File: config.mk
export PLATFORM = sky130hd
export DESIGN_NAME = multicycle_ctrl
export DESIGN_NICKNAME = d
export VERILOG_FILES = /design/src/rtl/mips_pkg.sv /design/src/rtl/aludec.sv /design/src/rtl/multicycle_ctrl.sv
export SDC_FILE = /design/constraint.sdc
export NUM_CORES = 1
export LEC_CHECK = 0
export ABC_AREA = 1
export CORE_AREA = 8 8 62 48
export DETAILED_ROUTE_END_ITERATION = 10
export DIE_AREA = 0 0 70 56
export PLACE_DENSITY_LB_ADDON = 0.12
export SLEW_MARGIN = 5
export SYNTH_ARGS = -nofsm -noshare
export SYNTH_HDL_FRONTEND = slang
export SYNTH_SLANG_ARGS = --single-unit
File: constraint.sdc
create_clock -name clk -period 1.7 [get_ports clk]
set_input_delay 0.34 -clock clk [delete_from_list [all_inputs] [get_ports clk]]
set_output_delay 0.34 -clock clk [all_outputs]
set_load 0.02 [all_outputs]
File: src/rtl/mips_pkg.sv
// Shared encodings for the multicycle MIPS controller.
// Holds the opcode, funct and alucontrol encodings, the FSM state and ALU-op
// enumerations, and small opcode classification helpers.
package mips_pkg;

  // Opcodes (instr[31:26])
  localparam logic [5:0] OP_RTYPE = 6'b000000;
  localparam logic [5:0] OP_LW    = 6'b100011;
  localparam logic [5:0] OP_SW    = 6'b101011;
  localparam logic [5:0] OP_BEQ   = 6'b000100;
  localparam logic [5:0] OP_ADDI  = 6'b001000;
  localparam logic [5:0] OP_ANDI  = 6'b001100;
  localparam logic [5:0] OP_ORI   = 6'b001101;
  localparam logic [5:0] OP_J     = 6'b000010;

  // R-type funct codes (instr[5:0])
  localparam logic [5:0] FN_ADD = 6'b100000;
  localparam logic [5:0] FN_SUB = 6'b100010;
  localparam logic [5:0] FN_AND = 6'b100100;
  localparam logic [5:0] FN_OR  = 6'b100101;
  localparam logic [5:0] FN_SLT = 6'b101010;

  // ALU control encodings
  localparam logic [2:0] ALU_ADD = 3'b010;
  localparam logic [2:0] ALU_SUB = 3'b110;
  localparam logic [2:0] ALU_AND = 3'b000;
  localparam logic [2:0] ALU_OR  = 3'b001;
  localparam logic [2:0] ALU_SLT = 3'b111;

  typedef enum logic [3:0] {
    S_FETCH,
    S_DECODE,
    S_MEMADR,
    S_MEMRD,
    S_MEMWB,
    S_MEMWR,
    S_EXECUTE,
    S_ALUWB,
    S_BRANCH,
    S_IMMEX,
    S_IMMWB,
    S_JUMP
  } state_t;

  // What the FSM asks of the ALU decoder in a given state.
  typedef enum logic [2:0] {
    ALUOP_NONE,   // alucontrol driven to 000
    ALUOP_ADD,
    ALUOP_SUB,
    ALUOP_FUNCT,  // decode from funct (R-type)
    ALUOP_IMM     // decode from opcode (immediate ops)
  } aluop_t;

  // Immediate logical ops zero-extend their immediate.
  function automatic logic is_zero_ext(input logic [5:0] op);
    return (op == OP_ANDI) || (op == OP_ORI);
  endfunction

  function automatic logic op_known(input logic [5:0] op);
    case (op)
      OP_RTYPE, OP_LW, OP_SW, OP_BEQ,
      OP_ADDI, OP_ANDI, OP_ORI, OP_J: return 1'b1;
      default:                        return 1'b0;
    endcase
  endfunction

endpackage

File: src/rtl/aludec.sv
// ALU decoder: maps the FSM's ALU request plus funct/opcode to alucontrol.
// Ports:
//   aluop      - request from the controller FSM
//   op         - opcode (latched copy) used for immediate ops
//   funct      - R-type funct field
//   alucontrol - 3-bit ALU operation select
module aludec
  import mips_pkg::*;
(
  input  aluop_t     aluop,
  input  logic [5:0] op,
  input  logic [5:0] funct,
  output logic [2:0] alucontrol
);

  always_comb begin
    alucontrol = '0;
    case (aluop)
      ALUOP_NONE: alucontrol = '0;
      ALUOP_ADD:  alucontrol = ALU_ADD;
      ALUOP_SUB:  alucontrol = ALU_SUB;
      ALUOP_FUNCT: begin
        case (funct)
          FN_ADD:  alucontrol = ALU_ADD;
          FN_SUB:  alucontrol = ALU_SUB;
          FN_AND:  alucontrol = ALU_AND;
          FN_OR:   alucontrol = ALU_OR;
          FN_SLT:  alucontrol = ALU_SLT;
          default: alucontrol = ALU_ADD;
        endcase
      end
      ALUOP_IMM: begin
        case (op)
          OP_ANDI: alucontrol = ALU_AND;
          OP_ORI:  alucontrol = ALU_OR;
          default: alucontrol = ALU_ADD;
        endcase
      end
      default: alucontrol = '0;
    endcase
  end

endmodule

File: src/rtl/multicycle_ctrl.sv
// Multicycle MIPS controller: Moore FSM sequencing fetch/decode/execute for
// lw, sw, R-type, beq, addi/andi/ori and j.
// Ports:
//   clk, reset (async active-low)
//   op, funct       - instruction fields from the IR
//   zero            - ALU zero flag (branch decision)
//   pcen, irwrite, regwrite, memwrite - write enables
//   iord, regdst, memtoreg, alusrca, sgnzero - datapath mux selects
//   alusrcb, pcsrc  - 2-bit selects
//   alucontrol      - ALU operation
//   done            - one-cycle pulse in the last state of each instruction
module multicycle_ctrl
  import mips_pkg::*;
(
  input  logic       clk,
  input  logic       reset,
  input  logic [5:0] op,
  input  logic [5:0] funct,
  input  logic       zero,
  output logic       pcen,
  output logic       irwrite,
  output logic       regwrite,
  output logic       memwrite,
  output logic       iord,
  output logic       regdst,
  output logic       memtoreg,
  output logic       alusrca,
  output logic       sgnzero,
  output logic [1:0] alusrcb,
  output logic [1:0] pcsrc,
  output logic [2:0] alucontrol,
  output logic       done
);

  state_t     state, state_next;
  aluop_t     aluop;
  logic [5:0] op_q;

  // Opcode captured in DECODE so later states are immune to IR changes.
  always_ff @(posedge clk or negedge reset) begin
    if (!reset) begin
      op_q <= '0;
    end else if (state == S_DECODE) begin
      op_q <= op;
    end
  end

  always_ff @(posedge clk or negedge reset) begin
    if (!reset) begin
      state <= S_FETCH;
    end else begin
      state <= state_next;
    end
  end

  always_comb begin
    state_next = S_FETCH;
    case (state)
      S_FETCH: state_next = S_DECODE;
      S_DECODE: begin
        case (op)
          OP_LW, OP_SW:             state_next = S_MEMADR;
          OP_RTYPE:                 state_next = S_EXECUTE;
          OP_BEQ:                   state_next = S_BRANCH;
          OP_ADDI, OP_ANDI, OP_ORI: state_next = S_IMMEX;
          OP_J:                     state_next = S_JUMP;
          default:                  state_next = S_FETCH;
        endcase
      end
      S_MEMADR:  state_next = (op_q == OP_SW) ? S_MEMWR : S_MEMRD;
      S_MEMRD:   state_next = S_MEMWB;
      S_EXECUTE: state_next = S_ALUWB;
      S_IMMEX:   state_next = S_IMMWB;
      default:   state_next = S_FETCH;
    endcase
  end

  always_comb begin
    pcen     = 1'b0;
    irwrite  = 1'b0;
    regwrite = 1'b0;
    memwrite = 1'b0;
    iord     = 1'b0;
    regdst   = 1'b0;
    memtoreg = 1'b0;
    alusrca  = 1'b0;
    sgnzero  = 1'b0;
    alusrcb  = 2'b00;
    pcsrc    = 2'b00;
    done     = 1'b0;
    aluop    = ALUOP_NONE;
    case (state)
      S_FETCH: begin
        alusrcb = 2'b01;
        aluop   = ALUOP_ADD;
        irwrite = 1'b1;
        pcen    = 1'b1;
      end
      S_DECODE: begin
        alusrcb = 2'b11;
        aluop   = ALUOP_ADD;
        // Unrecognised opcodes end here as a NOP.
        done    = !op_known(op);
      end
      S_MEMADR: begin
        alusrca = 1'b1;
        alusrcb = 2'b10;
        aluop   = ALUOP_ADD;
      end
      S_MEMRD: iord = 1'b1;
      S_MEMWB: begin
        memtoreg = 1'b1;
        regwrite = 1'b1;
        done     = 1'b1;
      end
      S_MEMWR: begin
        iord     = 1'b1;
        memwrite = 1'b1;
        done     = 1'b1;
      end
      S_EXECUTE: begin
        alusrca = 1'b1;
        aluop   = ALUOP_FUNCT;
      end
      S_ALUWB: begin
        regdst   = 1'b1;
        regwrite = 1'b1;
        done     = 1'b1;
      end
      S_BRANCH: begin
        alusrca = 1'b1;
        aluop   = ALUOP_SUB;
        pcsrc   = 2'b01;
        pcen    = zero;
        done    = 1'b1;
      end
      S_IMMEX: begin
        alusrca = 1'b1;
        alusrcb = 2'b10;
        aluop   = ALUOP_IMM;
        sgnzero = is_zero_ext(op_q);
      end
      S_IMMWB: begin
        aluop    = ALUOP_IMM;
        sgnzero  = is_zero_ext(op_q);
        regwrite = 1'b1;
        done     = 1'b1;
      end
      S_JUMP: begin
        pcsrc = 2'b10;
        pcen  = 1'b1;
        done  = 1'b1;
      end
      default: ;
    endcase
    // State is already FETCH during reset; only the enables need masking.
    if (!reset) begin
      pcen     = 1'b0;
      irwrite  = 1'b0;
      regwrite = 1'b0;
      memwrite = 1'b0;
      done     = 1'b0;
    end
  end

  aludec u_aludec (
    .aluop      (aluop),
    .op         (op_q),
    .funct      (funct),
    .alucontrol (alucontrol)
  );

endmodule

==> flow_metrics.env <==
export IMPL_drt_iter0_drc=39
export IMPL_crit_arrival_ps=1520
export IMPL_dr_pass1_iters=4
export IMPL_h_tree_depth=1
export IMPL_critical_path_class="in -> out"
export IMPL_p_switching_w=0.00106
export IMPL_fin_crit_ps=1860
export IMPL_syn2layout_area_growth_pct=87.5
export IMPL_critPathMaxFanout=2
export IMPL_synth_distinct_cells=21
export IMPL_clock_path_buffers=2
export IMPL_drt_vias_per_instance=4.77
export IMPL_ys_ff_latch=10
export IMPL_die_area_um2=3920
export IMPL_design_area_um2=1500
export IMPL_p_per_area_nw_per_um2=1520
export IMPL_synth_fa_ha_area_share_pct=0
export IMPL_setup_ws_ps=-158
export IMPL_gp_congestion=0.970
export IMPL_yosys_most_used_dff="dfrtp_1"
export IMPL_n_fill_cell=157
export IMPL_synth_most_common_cell="nand2_1"
export IMPL_grt_max_degree=12
export IMPL_p_sw_share_pct=46.6
export IMPL_wl_per_cell_um=12.6
export IMPL_hpwl_um=2220
export IMPL_mappedNetlistNets=145
export IMPL_die_w_um=70
export IMPL_cts_sinks=10
export IMPL_total_power_w=0.00227
export IMPL_status="complete, but fails checks"
export IMPL_vdd_drop_max_mv=1.40
export IMPL_drive_above_1_share_pct=47.4
export IMPL_multiInputGateArea_um2=538
export IMPL_cap_violations=0
export IMPL_cts_root_buffer_cell="clkbuf_4"
export IMPL_placementRows=14
export IMPL_synthXorXnorAreaFrac_pct=0
export IMPL_violations="setup timing"
export IMPL_wl_met3_um=132
export IMPL_hold_viol=0
export IMPL_rsz0062_at_grt="true"
export IMPL_io_pins=32
export IMPL_coreArea_um2=2030
export IMPL_postLayoutCoreUtil_pct=73.6
export IMPL_p_seq_share_pct=19.6
export IMPL_synth_area_um2=798
export IMPL_yosys_area_share_simple_pct=42.5
export IMPL_synth_edf_count=0
export IMPL_start_kind="input port"
export IMPL_port_buffers=31
export IMPL_stdcell_count=220
export IMPL_place_inst=213
export IMPL_antennaDiodeCount=0
export IMPL_clkPwrFrac_pct=9.2
export IMPL_vias=1050
export IMPL_wl_met1_um=1200
export IMPL_finClkSkew_ps=0.901
export IMPL_setup_viol=10
export IMPL_highest_layer="met3"
export IMPL_p_int_w=0.00121
export IMPL_routed_wl_met2_um=1440
export IMPL_drc_errors=0
export IMPL_max_freq_mhz=538
export IMPL_crit_path_end_kind="output port"
export IMPL_yosys_warnings=0
export IMPL_synth_compound_area_share_pct=12.5
export IMPL_clk_pin_slew_ps=60
export IMPL_grt_pass1_vias=1031
export IMPL_tightest_slew_ps=212
export IMPL_seqCellArea_um2=251
export IMPL_drt_wl_total_um=2770
export IMPL_netlist_top_cells_area="dfrtp_1, nand2_1, inv_1, nor2_1, nand3_1"
export IMPL_synth_common_cells="nand2_1, inv_1, nor2_1"
export IMPL_crit_required_ps=1360
export IMPL_antenna_found_initial=0
export IMPL_p_leak_nw=0.801
export IMPL_worstHoldPathType="in -> async"
export IMPL_synth_top_family_by_area="simple AND/OR/NAND/NOR gates"
export IMPL_postRouteAntennaNets=0
export IMPL_clk_latency_ps=260
export IMPL_netlist_area_leader_share_pct=31.3
export IMPL_grt_pass1_wl_um=4550
export IMPL_grt_overflow_total=0
export IMPL_nNetsFinal=212
export IMPL_start_util_pct=39.3
export IMPL_async_flop_share_pct=100
export IMPL_dpl_worst_slack_ps=-708
export IMPL_synthMuxAreaShare_pct=0
export IMPL_avgSynthCellArea_um2=6.14
export IMPL_synth_cells=130
export IMPL_ys_seq_area_share_pct=31.3
export IMPL_gr_usage_all_layers_pct=13.5
export IMPL_p_comb_share_pct=71.2
export IMPL_die_h_um=56
export IMPL_place_area_um2=1360
export IMPL_yosysTopAreaCell="dfrtp_1"
export IMPL_finalCritPeriodShare_pct=109
export IMPL_max_slew_margin_pct=85.7
export IMPL_cts_made_buffers=3
export IMPL_cts_tree="done"
export IMPL_slew_violations=0
==> worst paths after layout <==
kind | startpoint | to | slack, ps | cells past startpoint
max | funct[0] | alucontrol[0] | -160 | 7
min | reset | state[3] | 400 | 2
max reg2reg | state[3] | state[2] | 340 | 6
min reg2reg | op_q[0] | op_q[0] | 510 | 2
max in group asynchronous | reset | state[0] | 1140 | 2
min in group clk | op[3] | op_q[3] | 510 | 3
==> metal layers <==
| layer | GRT usage [%] | vias to the layer above |
|---|---|---|
| met5 | 0 | - |
| met4 | 1.43 | 0 |
| met3 | 4.99 | 0 |
| met2 | 23.0 | 16 |
| met1 | 16.3 | 492 |
| li1 | - | 542 |
==> power groups by stage <==
stage               registers [W]  logic, W  clock network (W)
floorplan                0.000426  0.000755                  0
global placement         0.000428   0.00141                  0
detailed placement       0.000433   0.00143                  0
CTS                      0.000440   0.00145           0.000218
global route             0.000456   0.00177           0.000231
finish                   0.000446   0.00162           0.000209
==> critical path, stage by stage <==
cell,delay (ps)
clkdlybuf4s50_1,450
nor3_2,190
nand2_1,110
o22ai_1,160
nand2_1,60
nand2_1,80
buf_6,120
==> kinds of logic after synthesis <==
| group | after synthesis |
|---|---|
| flops | 10 |
| buf+inv | 28 |
| simple gates | 75 |
| compound gates | 17 |
==> what timing repair did <==
item	CTS	global route
resized for setup	104	34
pin swaps	9	12
setup buffers	1	3
hold buffers	0	0
setup endpoints to repair	17	17
==> cell usage in the layout, fill, tap and decap left out, drive strengths merged <==
cell           instances
or2                    1
inv                   27
o21ai                  8
buf                   49
dlymetal6s2s           1
dlygate4sd2            6
nand3                  8
a21oi                  3
nor3                   3
clkdlybuf4s50          7
o211ai                 1
nor2                  22
nand4                  4
o22ai                  2
dfrtp                 10
nand2                 37
o2111ai                2
clkbuf                 4
a211oi                 1
==> cell type report <==
class                   instances  area share (%)
clock buffers                   4            2.42
inverters                      27            7.11
multi-input cells              92            36.0
flip-flops and latches         10            16.8
well taps                      24            2.01
repair buffers                 63            35.7
==> registers in the layout, indices dropped and copies added, names as in the netlist <==
name and flops:
op_q 6, state 4
==> through the flow <==
step | setup TNS [ps] | hold slack [ps]
finish | -806 | 398
floorplan | 0 | 44.4
CTS | -721 | 396
global route | -1800 | 407
detailed placement | -4900 | 496
global placement | -4720 | 496
No activity file was read; power rests on OpenSTA's default activity.
